$ cat config.mk
export PLATFORM = sky130hd
export DESIGN_NAME = spi_wb_bridge
export DESIGN_NICKNAME = d
export VERILOG_FILES = /design/src/rtl/spi_wb_bridge.sv
export SDC_FILE = /design/constraint.sdc
export NUM_CORES = 1
export LEC_CHECK = 0
export CAP_MARGIN = 0
export CORE_UTILIZATION = 54
export CTS_BUF_LIST = sky130_fd_sc_hd__clkbuf_2
export CTS_CLUSTER_DIAMETER = 80
export DETAILED_ROUTE_END_ITERATION = 7
export HOLD_SLACK_MARGIN = 0.15
export PLACE_DENSITY_LB_ADDON = 0.2
export SYNTH_ARGS = -nofsm -noshare
export SYNTH_HDL_FRONTEND = slang
export SYNTH_SLANG_ARGS = --single-unit
$ cat constraint.sdc
create_clock -name clk -period 1.9 [get_ports clk]
set_input_delay 0.475 -clock clk [delete_from_list [all_inputs] [get_ports clk]]
set_output_delay 0.475 -clock clk [all_outputs]
set_load 0.02 [all_outputs]
$ cat src/rtl/spi_wb_bridge.sv
// SPI mode-0 target that decodes host frames into Wishbone initiator cycles; SCLK is oversampled in clk.
// Define SPI_WB_BURST_EN for multi-word frames with auto-incrementing word address.
module spi_wb_bridge #(
  parameter int SYNC_STAGES = 2
) (
  input  logic        clk,
  input  logic        rst,
  input  logic        spi_cs_n,
  input  logic        spi_sclk,
  input  logic        spi_mosi,
  output logic        spi_miso,
  output logic        wb_cyc_o,
  output logic        wb_stb_o,
  output logic        wb_we_o,
  output logic [6:0]  wb_adr_o,
  output logic [31:0] wb_dat_o,
  input  logic [31:0] wb_dat_i,
  input  logic        wb_ack_i
);

  typedef enum logic [2:0] {
    IDLE = 3'd0,
    CMD  = 3'd1,
    RBUS = 3'd2,
    DATA = 3'd3,
    WBUS = 3'd4,
    DONE = 3'd5
  } state_t;

  logic [SYNC_STAGES-1:0] cs_sync;
  logic [SYNC_STAGES-1:0] sclk_sync;
  logic [SYNC_STAGES-1:0] mosi_sync;
  logic                   cs_d;
  logic                   sclk_d;
  logic                   cs_s;
  logic                   sclk_s;
  logic                   mosi_s;
  logic                   sclk_rise;
  logic                   sclk_fall;
  logic                   cs_fall;

  state_t      state,   state_n;
  logic [4:0]  bit_cnt, bit_cnt_n;
  logic [31:0] shreg,   shreg_n;
  logic [6:0]  addr,    addr_n;
  logic        wr_cmd,  wr_cmd_n;
  logic        miso,    miso_n;
  logic        cyc,     cyc_n;
  logic        we,      we_n;
  logic [6:0]  adr,     adr_n;
  logic [31:0] dat,     dat_n;

  // Synchronizers reset to 0 so a frame already in flight at reset is never seen as a CS fall.
  always_ff @(posedge clk) begin
    if (rst) begin
      cs_sync   <= '0;
      sclk_sync <= '0;
      mosi_sync <= '0;
      cs_d      <= 1'b0;
      sclk_d    <= 1'b0;
    end else begin
      cs_sync   <= {cs_sync[SYNC_STAGES-2:0], spi_cs_n};
      sclk_sync <= {sclk_sync[SYNC_STAGES-2:0], spi_sclk};
      mosi_sync <= {mosi_sync[SYNC_STAGES-2:0], spi_mosi};
      cs_d      <= cs_s;
      sclk_d    <= sclk_s;
    end
  end

  assign cs_s      = cs_sync[SYNC_STAGES-1];
  assign sclk_s    = sclk_sync[SYNC_STAGES-1];
  assign mosi_s    = mosi_sync[SYNC_STAGES-1];
  assign sclk_rise = sclk_s & ~sclk_d;
  assign sclk_fall = ~sclk_s & sclk_d;
  assign cs_fall   = cs_d & ~cs_s;

  // State and datapath registers.
  always_ff @(posedge clk) begin
    if (rst) begin
      state   <= IDLE;
      bit_cnt <= 5'd0;
      shreg   <= 32'd0;
      addr    <= 7'd0;
      wr_cmd  <= 1'b0;
      miso    <= 1'b0;
      cyc     <= 1'b0;
      we      <= 1'b0;
      adr     <= 7'd0;
      dat     <= 32'd0;
    end else begin
      state   <= state_n;
      bit_cnt <= bit_cnt_n;
      shreg   <= shreg_n;
      addr    <= addr_n;
      wr_cmd  <= wr_cmd_n;
      miso    <= miso_n;
      cyc     <= cyc_n;
      we      <= we_n;
      adr     <= adr_n;
      dat     <= dat_n;
    end
  end

  // Next-state and next-register logic.
  always_comb begin
    state_n   = state;
    bit_cnt_n = bit_cnt;
    shreg_n   = shreg;
    addr_n    = addr;
    wr_cmd_n  = wr_cmd;
    miso_n    = miso;
    cyc_n     = cyc;
    we_n      = we;
    adr_n     = adr;
    dat_n     = dat;
    case (state)
      IDLE: begin
        miso_n = 1'b0;
        if (cs_fall) begin
          state_n   = CMD;
          bit_cnt_n = 5'd0;
          shreg_n   = 32'd0;
        end else begin
          state_n = IDLE;
        end
      end
      CMD: begin
        if (cs_s) begin
          state_n = IDLE;
        end else if (sclk_rise) begin
          shreg_n   = {shreg[30:0], mosi_s};
          bit_cnt_n = bit_cnt + 5'd1;
          if (bit_cnt == 5'd7) begin
            // shreg[6] holds command bit 7 once seven bits have been shifted in
            wr_cmd_n  = shreg[6];
            addr_n    = {shreg[5:0], mosi_s};
            bit_cnt_n = 5'd0;
            shreg_n   = 32'd0;
            state_n   = shreg[6] ? DATA : RBUS;
          end else begin
            state_n = CMD;
          end
        end else begin
          state_n = CMD;
        end
      end
      RBUS, WBUS: begin
        if (!cyc) begin
          cyc_n = 1'b1;
          we_n  = (state == WBUS);
          adr_n = addr;
          dat_n = (state == WBUS) ? shreg : dat;
        end else if (wb_ack_i) begin
          cyc_n = 1'b0;
          we_n  = 1'b0;
          if (cs_s) begin
            state_n = IDLE;
            miso_n  = 1'b0;
          end else if (state == RBUS) begin
            // first read bit goes straight onto MISO ahead of the next rising edge
            state_n = DATA;
            shreg_n = wb_dat_i;
            miso_n  = wb_dat_i[31];
          end else begin
`ifdef SPI_WB_BURST_EN
            state_n = DATA;
            addr_n  = addr + 7'd1;
            shreg_n = 32'd0;
`else
            state_n = DONE;
`endif
          end
        end else begin
          cyc_n = 1'b1;
        end
      end
      DATA: begin
        if (cs_s) begin
          state_n = IDLE;
          miso_n  = 1'b0;
        end else if (sclk_rise) begin
          shreg_n   = {shreg[30:0], mosi_s};
          bit_cnt_n = bit_cnt + 5'd1;
          if (bit_cnt != 5'd31) begin
            state_n = DATA;
          end else if (wr_cmd) begin
            state_n = WBUS;
          end else begin
`ifdef SPI_WB_BURST_EN
            addr_n  = addr + 7'd1;
            state_n = RBUS;
`else
            miso_n  = 1'b0;
            state_n = DONE;
`endif
          end
        end else if (sclk_fall) begin
          miso_n = shreg[31];
        end else begin
          state_n = DATA;
        end
      end
      DONE: begin
        miso_n  = 1'b0;
        state_n = cs_s ? IDLE : DONE;
      end
      default: begin
        miso_n  = 1'b0;
        state_n = IDLE;
      end
    endcase
  end

  assign spi_miso = miso;
  assign wb_cyc_o = cyc;
  assign wb_stb_o = cyc;
  assign wb_we_o  = we;
  assign wb_adr_o = adr;
  assign wb_dat_o = dat;

endmodule

# Word-level counts from Yosys, hierarchy flattened
# Index checks and enable logic that the tools add are counted.
dict set report totals {
  ramBits 0
  ff_bits 98
  input_bits 38
  elab_cells 106
  rom_bits 0
  latch_bits 0
  output_inout_bits 43
  n_memories 0
}
dict set report classes {
  reduce_logical 12
  n_addsub 1
  muxes 48
  n_shift 0
  order_cmp 0
  eq_ne 22
  bitwise 8
  multipliers 0
  n_div 0
}
# op n
set ops {}
lappend ops {{32-bit two-way mux} 10}
lappend ops {{32-bit one-hot mux with 4 select lines} 1}
lappend ops {{3-bit two-way mux} 11}
lappend ops {{5-bit two-way mux} 6}
lappend ops {{2-bit inequality test (second input constant)} 10}
lappend ops {{1-bit two-way mux} 16}
lappend ops {{4-bit inequality test (second input constant)} 4}
lappend ops {{3-bit one-hot mux with 5 select lines} 1}
lappend ops {{5-bit one-hot mux with 3 select lines} 1}
lappend ops {{10-bit AND reduction} 1}
lappend ops {{7-bit AND reduction} 1}
lappend ops {{3-bit by 2-bit equality test with 1-bit output (second input constant)} 2}
lappend ops {{3-bit equality test (second input constant)} 2}
lappend ops {{3-bit AND reduction} 2}
lappend ops {{6-bit AND reduction} 1}
lappend ops {{5-bit by 1-bit adder with 5-bit output (second input constant)} 1}
lappend ops {{5-bit by 3-bit equality test with 1-bit output (second input constant)} 1}
lappend ops {{5-bit inequality test (second input constant)} 1}
lappend ops {{1-bit inverter} 5}
lappend ops {{2-bit AND reduction} 2}
lappend ops {{4-bit AND reduction} 1}
lappend ops {{4-bit nonzero test} 1}
lappend ops {{1-bit bitwise AND} 3}
lappend ops {{3-bit by 1-bit equality test with 1-bit output (second input constant)} 1}
lappend ops {{6 further kinds} 6}

# Depth between registers and ports, before layout
dict set report logic_depth {
  word_depth 6
  depth_mapped 7
  ltp_nobuf 7
}

# Worst setup path after synthesis
# No wires, ideal clock.
dict set report synth_timing {
  kind {flip-flop to flip-flop}
  startpoint {register bit_cnt[0]}
  endpoint {register shreg[11]}
  setup_ns 0.072
  t_arrival_ns 1.657
  required_ns 1.828
  period_less_slack_ns 1.729
  n_path_buf 1
  slack_ns 0.171
  path_stages_with_launch 7
  path_cell_list {dfxtp_1 ha_1 and4bb_2 a2111oi_4 clkbuf_1 nand2_1 mux2i_1}
}
dict set report synth_via {
  elab_chain_len 5
}
# element line
set synth_rtl {}
lappend synth_rtl {{start, declared} 43} ;# logic [4:0] bit_cnt, bit_cnt_n;
lappend synth_rtl {{start signal, assigned} 92} ;# bit_cnt <= bit_cnt_n;
lappend synth_rtl {{5-bit by 3-bit equality test with 1-bit output} 133} ;# if (bit_cnt == 5'd7) begin
lappend synth_rtl {{32-bit two-way mux} 133}
lappend synth_rtl {{32-bit two-way mux} 130} ;# end else if (sclk_rise) begin
lappend synth_rtl {{32-bit two-way mux} 128} ;# if (cs_s) begin
lappend synth_rtl {{32-bit one-hot mux with 4 select lines} 116} ;# case (state)
lappend synth_rtl {{end signal, assigned} 93} ;# shreg <= shreg_n;
lappend synth_rtl {{end, declared} 44} ;# logic [31:0] shreg, shreg_n;
# Every way passes these cells. The select of a mux whose other input is x is not followed.
# A chain may end at the register's enable or synchronous reset.

# Worst setup path in the final report
dict set report layout_timing {
  startpoint {register bit_cnt[0]}
  endpoint {register shreg[20]}
}
# The elaborated chain is that of the path after synthesis.

==> summary.md <==
| Metric | Value |
|---|---|
| Maximum clock frequency | `541.1 MHz` |
| Complex-gate fraction of the synthesized area | `0.09732` |
| Crit path max fanout | `14` |
| WHS Endpoint | `sclk_d$_SDFF_PP0_` |
| Total GRT Usage | `0.2472` |
| DRT antenna net count | `0` |
| CTS buffer count | `9` |
| CP Data Arrival Time | `2.32 ns` |
| Post-synthesis simple-gate area fraction | `0.2051` |
| Fin Clk Skew | `0.01910 ns` |
| Max_slew headroom | `0.6962` |
| CP endpoint kind | `register` |
| Number of synthesized flops with an enable pin | `0` |
| Worst-path cell chain | `ha_2 -> and4bb_2 -> a2111oi_4 -> buf_4 -> buf_6 -> nand2_1 -> mux2i_1` |
| Iter 0 DRT Violations | `127` |
| R2R Setup Slk | `0.05 ns` |
| Worst-Margin Slew | `0.4515 ns` |
| DR vias | `3655` |
| PwrDens | `636.0 nW/um2` |
| Post-synthesis sequential area ratio | `0.4569` |
| Post-synthesis register bit count | `98` |
| Row count | `32` |
| Asr flop ratio synth | `0` |
| P&R area growth vs syn | `24.80%` |
| Clk_lat worst skew | `0.54 ns` |
| Top Family by Delay on Critical Path | `flip-flops` |
| Syn avg cell area | `8.927 um2` |
| Synth cell types | `44` |
| Startpoint types | `register` |
| Number of port buffers | `80` |
| CTS max path bufs | `2` |
| Total Routed Length | `9877 um` |
| Hold path startpoint | `rst` |
| Top post-synthesis cells by area | `dfxtp_1 (46%), nand2_1 (11%), mux2i_1 (11%)` |
| Reg2Reg Depth | `7` |
| CTS tree | `built` |
| Core footprint | `7727 um2` |
| Clock sink count | `98` |
| Die X | `91.18 um` |
| Crit-path max cell delay | `0.38 ns` |
| DRT Pass-1 Iters | `4` |
| Min-Delay Path Class | `primary input to register` |
| CTS HTree Levels | `3` |
| Post-synth top area share | `0.4569` |
| Initial antenna violation count | `0` |
| Initial core utilization | `0.5557` |
| Synth cell count leaders | `nand2_1 (130), dfxtp_1 (98), mux2i_1 (48)` |
| Syn Std Cell Area | `4294 um2` |
| Fin crit share | `0.9726` |
| First-pass GRT wire length | `16540 um` |
| N_diodes | `0` |
| Largest net degree at the start of global routing | `69` |
| Non-filler cells, final | `673` |
| Minimum clock period | `1.848 ns` |
| Syn. warnings | `0` |
| Post-CTS Hold Buffers | `0` |
| Maximum VDD drop | `0.3088 mV` |
| Clock slew seen by the registers of the worst setup and hold paths | `0.26 ns` |
| Share of layout cells above drive strength 1 | `0.1471` |
| Status | `completed` |
| Die ar. | `8313 um2` |
| IO Pins | `81` |
| Area leader, netlist | `dfxtp_1` |
| Syn nets | `521` |
| Dpl hpwl | `6643 um` |
| Max Slew Vio Count | `0` |
| R2r endpoint | `shreg[20]$_SDFFE_PP0P_` |
| Drt via density | `5.431` |
| Final Net Count | `606` |
| Final setup fails | `0` |
| Critical path buffers and inverters | `2` |
| Setup TNS | `0 ns` |
| Cell count after placement | `653` |
| Synth Area in Adders | `0.005828` |
| Reg-to-reg startpoint | `bit_cnt[0]$_SDFFE_PP0P_` |
| Die Y | `91.18 um` |
| Synth Flop Type | `dfxtp_1` |
| WL per Instance | `14.68 um` |
| Crit Path Category | `register to register` |
| Worst hold path cell count | `3` |
| Main combinational cell family by area after synthesis | `simple AND/OR/NAND/NOR gates` |
| Syn Inst Count | `481` |
| Leakage | `2.206 nW` |
| Cell with the most instances after synthesis | `nand2_1` |
| Number of global-route vias before repair | `3502` |
| GPL Wtd Cong | `0.8889` |
| Critical-path top delay cell | `dfxtp_2` |
| Fillers | `650` |
| MaxCap Viol Count | `0` |
| Post-synthesis xor/xnor area fraction | `0.002040` |
| Post-synthesis mux area share | `0.1932` |
| Total gr overflow | `0` |
| Clock root cell | `clkbuf_2` |
| WP data required | `2.38 ns` |
| Final Hold Viols | `0` |
| Remaining DRCs | `0` |
## worst max-delay path by stage
stage | startpoint | endpoint | slack [ns] | cells past startpoint
after floorplan | bit_cnt[0]$_SDFFE_PP0P_ | shreg[11]$_SDFFE_PP0P_ | 0.17 | 6
after global placement | bit_cnt[0]$_SDFFE_PP0P_ | shreg[6]$_SDFFE_PP0P_ | 0.1 | 6
after detailed placement | bit_cnt[0]$_SDFFE_PP0P_ | shreg[4]$_SDFFE_PP0P_ | 0.04 | 6
after CTS | bit_cnt[0]$_SDFFE_PP0P_ | shreg[20]$_SDFFE_PP0P_ | 0.0006 | 6
after global routing | bit_cnt[1]$_SDFFE_PP0P_ | shreg[9]$_SDFFE_PP0P_ | -0.006 | 7
final | bit_cnt[0]$_SDFFE_PP0P_ | shreg[20]$_SDFFE_PP0P_ | 0.05 | 7
## tightest hold or removal path: cells and delay by family
kind / cells / cell delay, ns
and+or+nand+nor: 1 / 0.12
buffers and inverters: 2 / 0.35
## cells by family (layout without fill, tap and decap cells)
logic type,after synthesis,count (layout)
compound gates,68,68
flops,98,98
fa+ha+maj,2,2
simple gates,196,196
buf+inv,37,127
mux,79,79
xor+xnor,1,1
## timing repair
item / 4_1_cts / 5_1_grt
setup buffers: 0 / 3
gates resized for setup: 44 / 5
cloned: 0 / 1
pin swaps: 0 / 1
setup endpoints to repair: 47 / 31
## report_power, final
part | switching (W) | internal [W]
sequential | 0.0000215 | 0.00208
combinational | 0.000194 | 0.000222
clock | 0.000707 | 0.000182
## state kept, by name (all words and copies together) (netlist names)
register   cells
shreg         32
wb_dat_o      32
addr           7
wb_adr_o       7
bit_cnt        5
state          3
cs_sync        2
mosi_sync      2
sclk_sync      2
cs_d           1
sclk_d         1
spi_miso       1
wb_cyc_o       1
wb_we_o        1
wr_cmd         1
## area by class of cell
class	instances	area [um2]	share of cell area
well taps	102	127.6	0.02382
clock inverters	6	42.54	0.007938
clock buffers	10	50.05	0.009339
multi-input cells	346	2173	0.4056
inverters	5	18.77	0.003502
repair buffers	106	979.7	0.1828
flip-flops and latches	98	1967	0.3670
## layout by cell type, fill, tap and decap left out, drive strengths merged, types with 3 or more instances in the layout
master,instances
a21oi,41
mux2i,48
mux2,31
o21ai,11
dlygate4sd2,43
dfxtp,98
nand2b,7
clkdlybuf4s50,36
clkbuf,10
nor3,8
a31oi,3
nor2b,13
buf,27
clkinv,4
nor2,19
inv,6
nand2,130
## metal layers
layer / track usage / up-vias / share of wire
met2: 0.4223 / 87 / 0.48
met5: 0 / - / 0
met1: 0.3183 / 1758 / 0.46
met3: 0.04271 / 9 / 0.047
li1: - / 1801 / -
met4: 0.07540 / 0 / 0.012
## metrics by stage
| step | area, um2 | util | setup slack [ns] | hold WS, ns | power [W] |
|---|---|---|---|---|---|
| floorplan | 4294 | - | 0.1709 | 0.4138 | 0.002401 |
| global placement | 5279 | 0.6831 | 0.09762 | 0.4220 | 0.002543 |
| detailed placement | 5279 | 0.6831 | 0.03888 | 0.4223 | 0.002546 |
| CTS | 5321 | 0.6886 | 0.0005598 | 0.2710 | 0.003421 |
| global route | 5359 | 0.6935 | -0.005924 | 0.3634 | 0.003540 |
| finish | 5359 | 0.6935 | 0.05207 | 0.4109 | 0.003408 |
No activity file was read; power rests on OpenSTA's default activity.
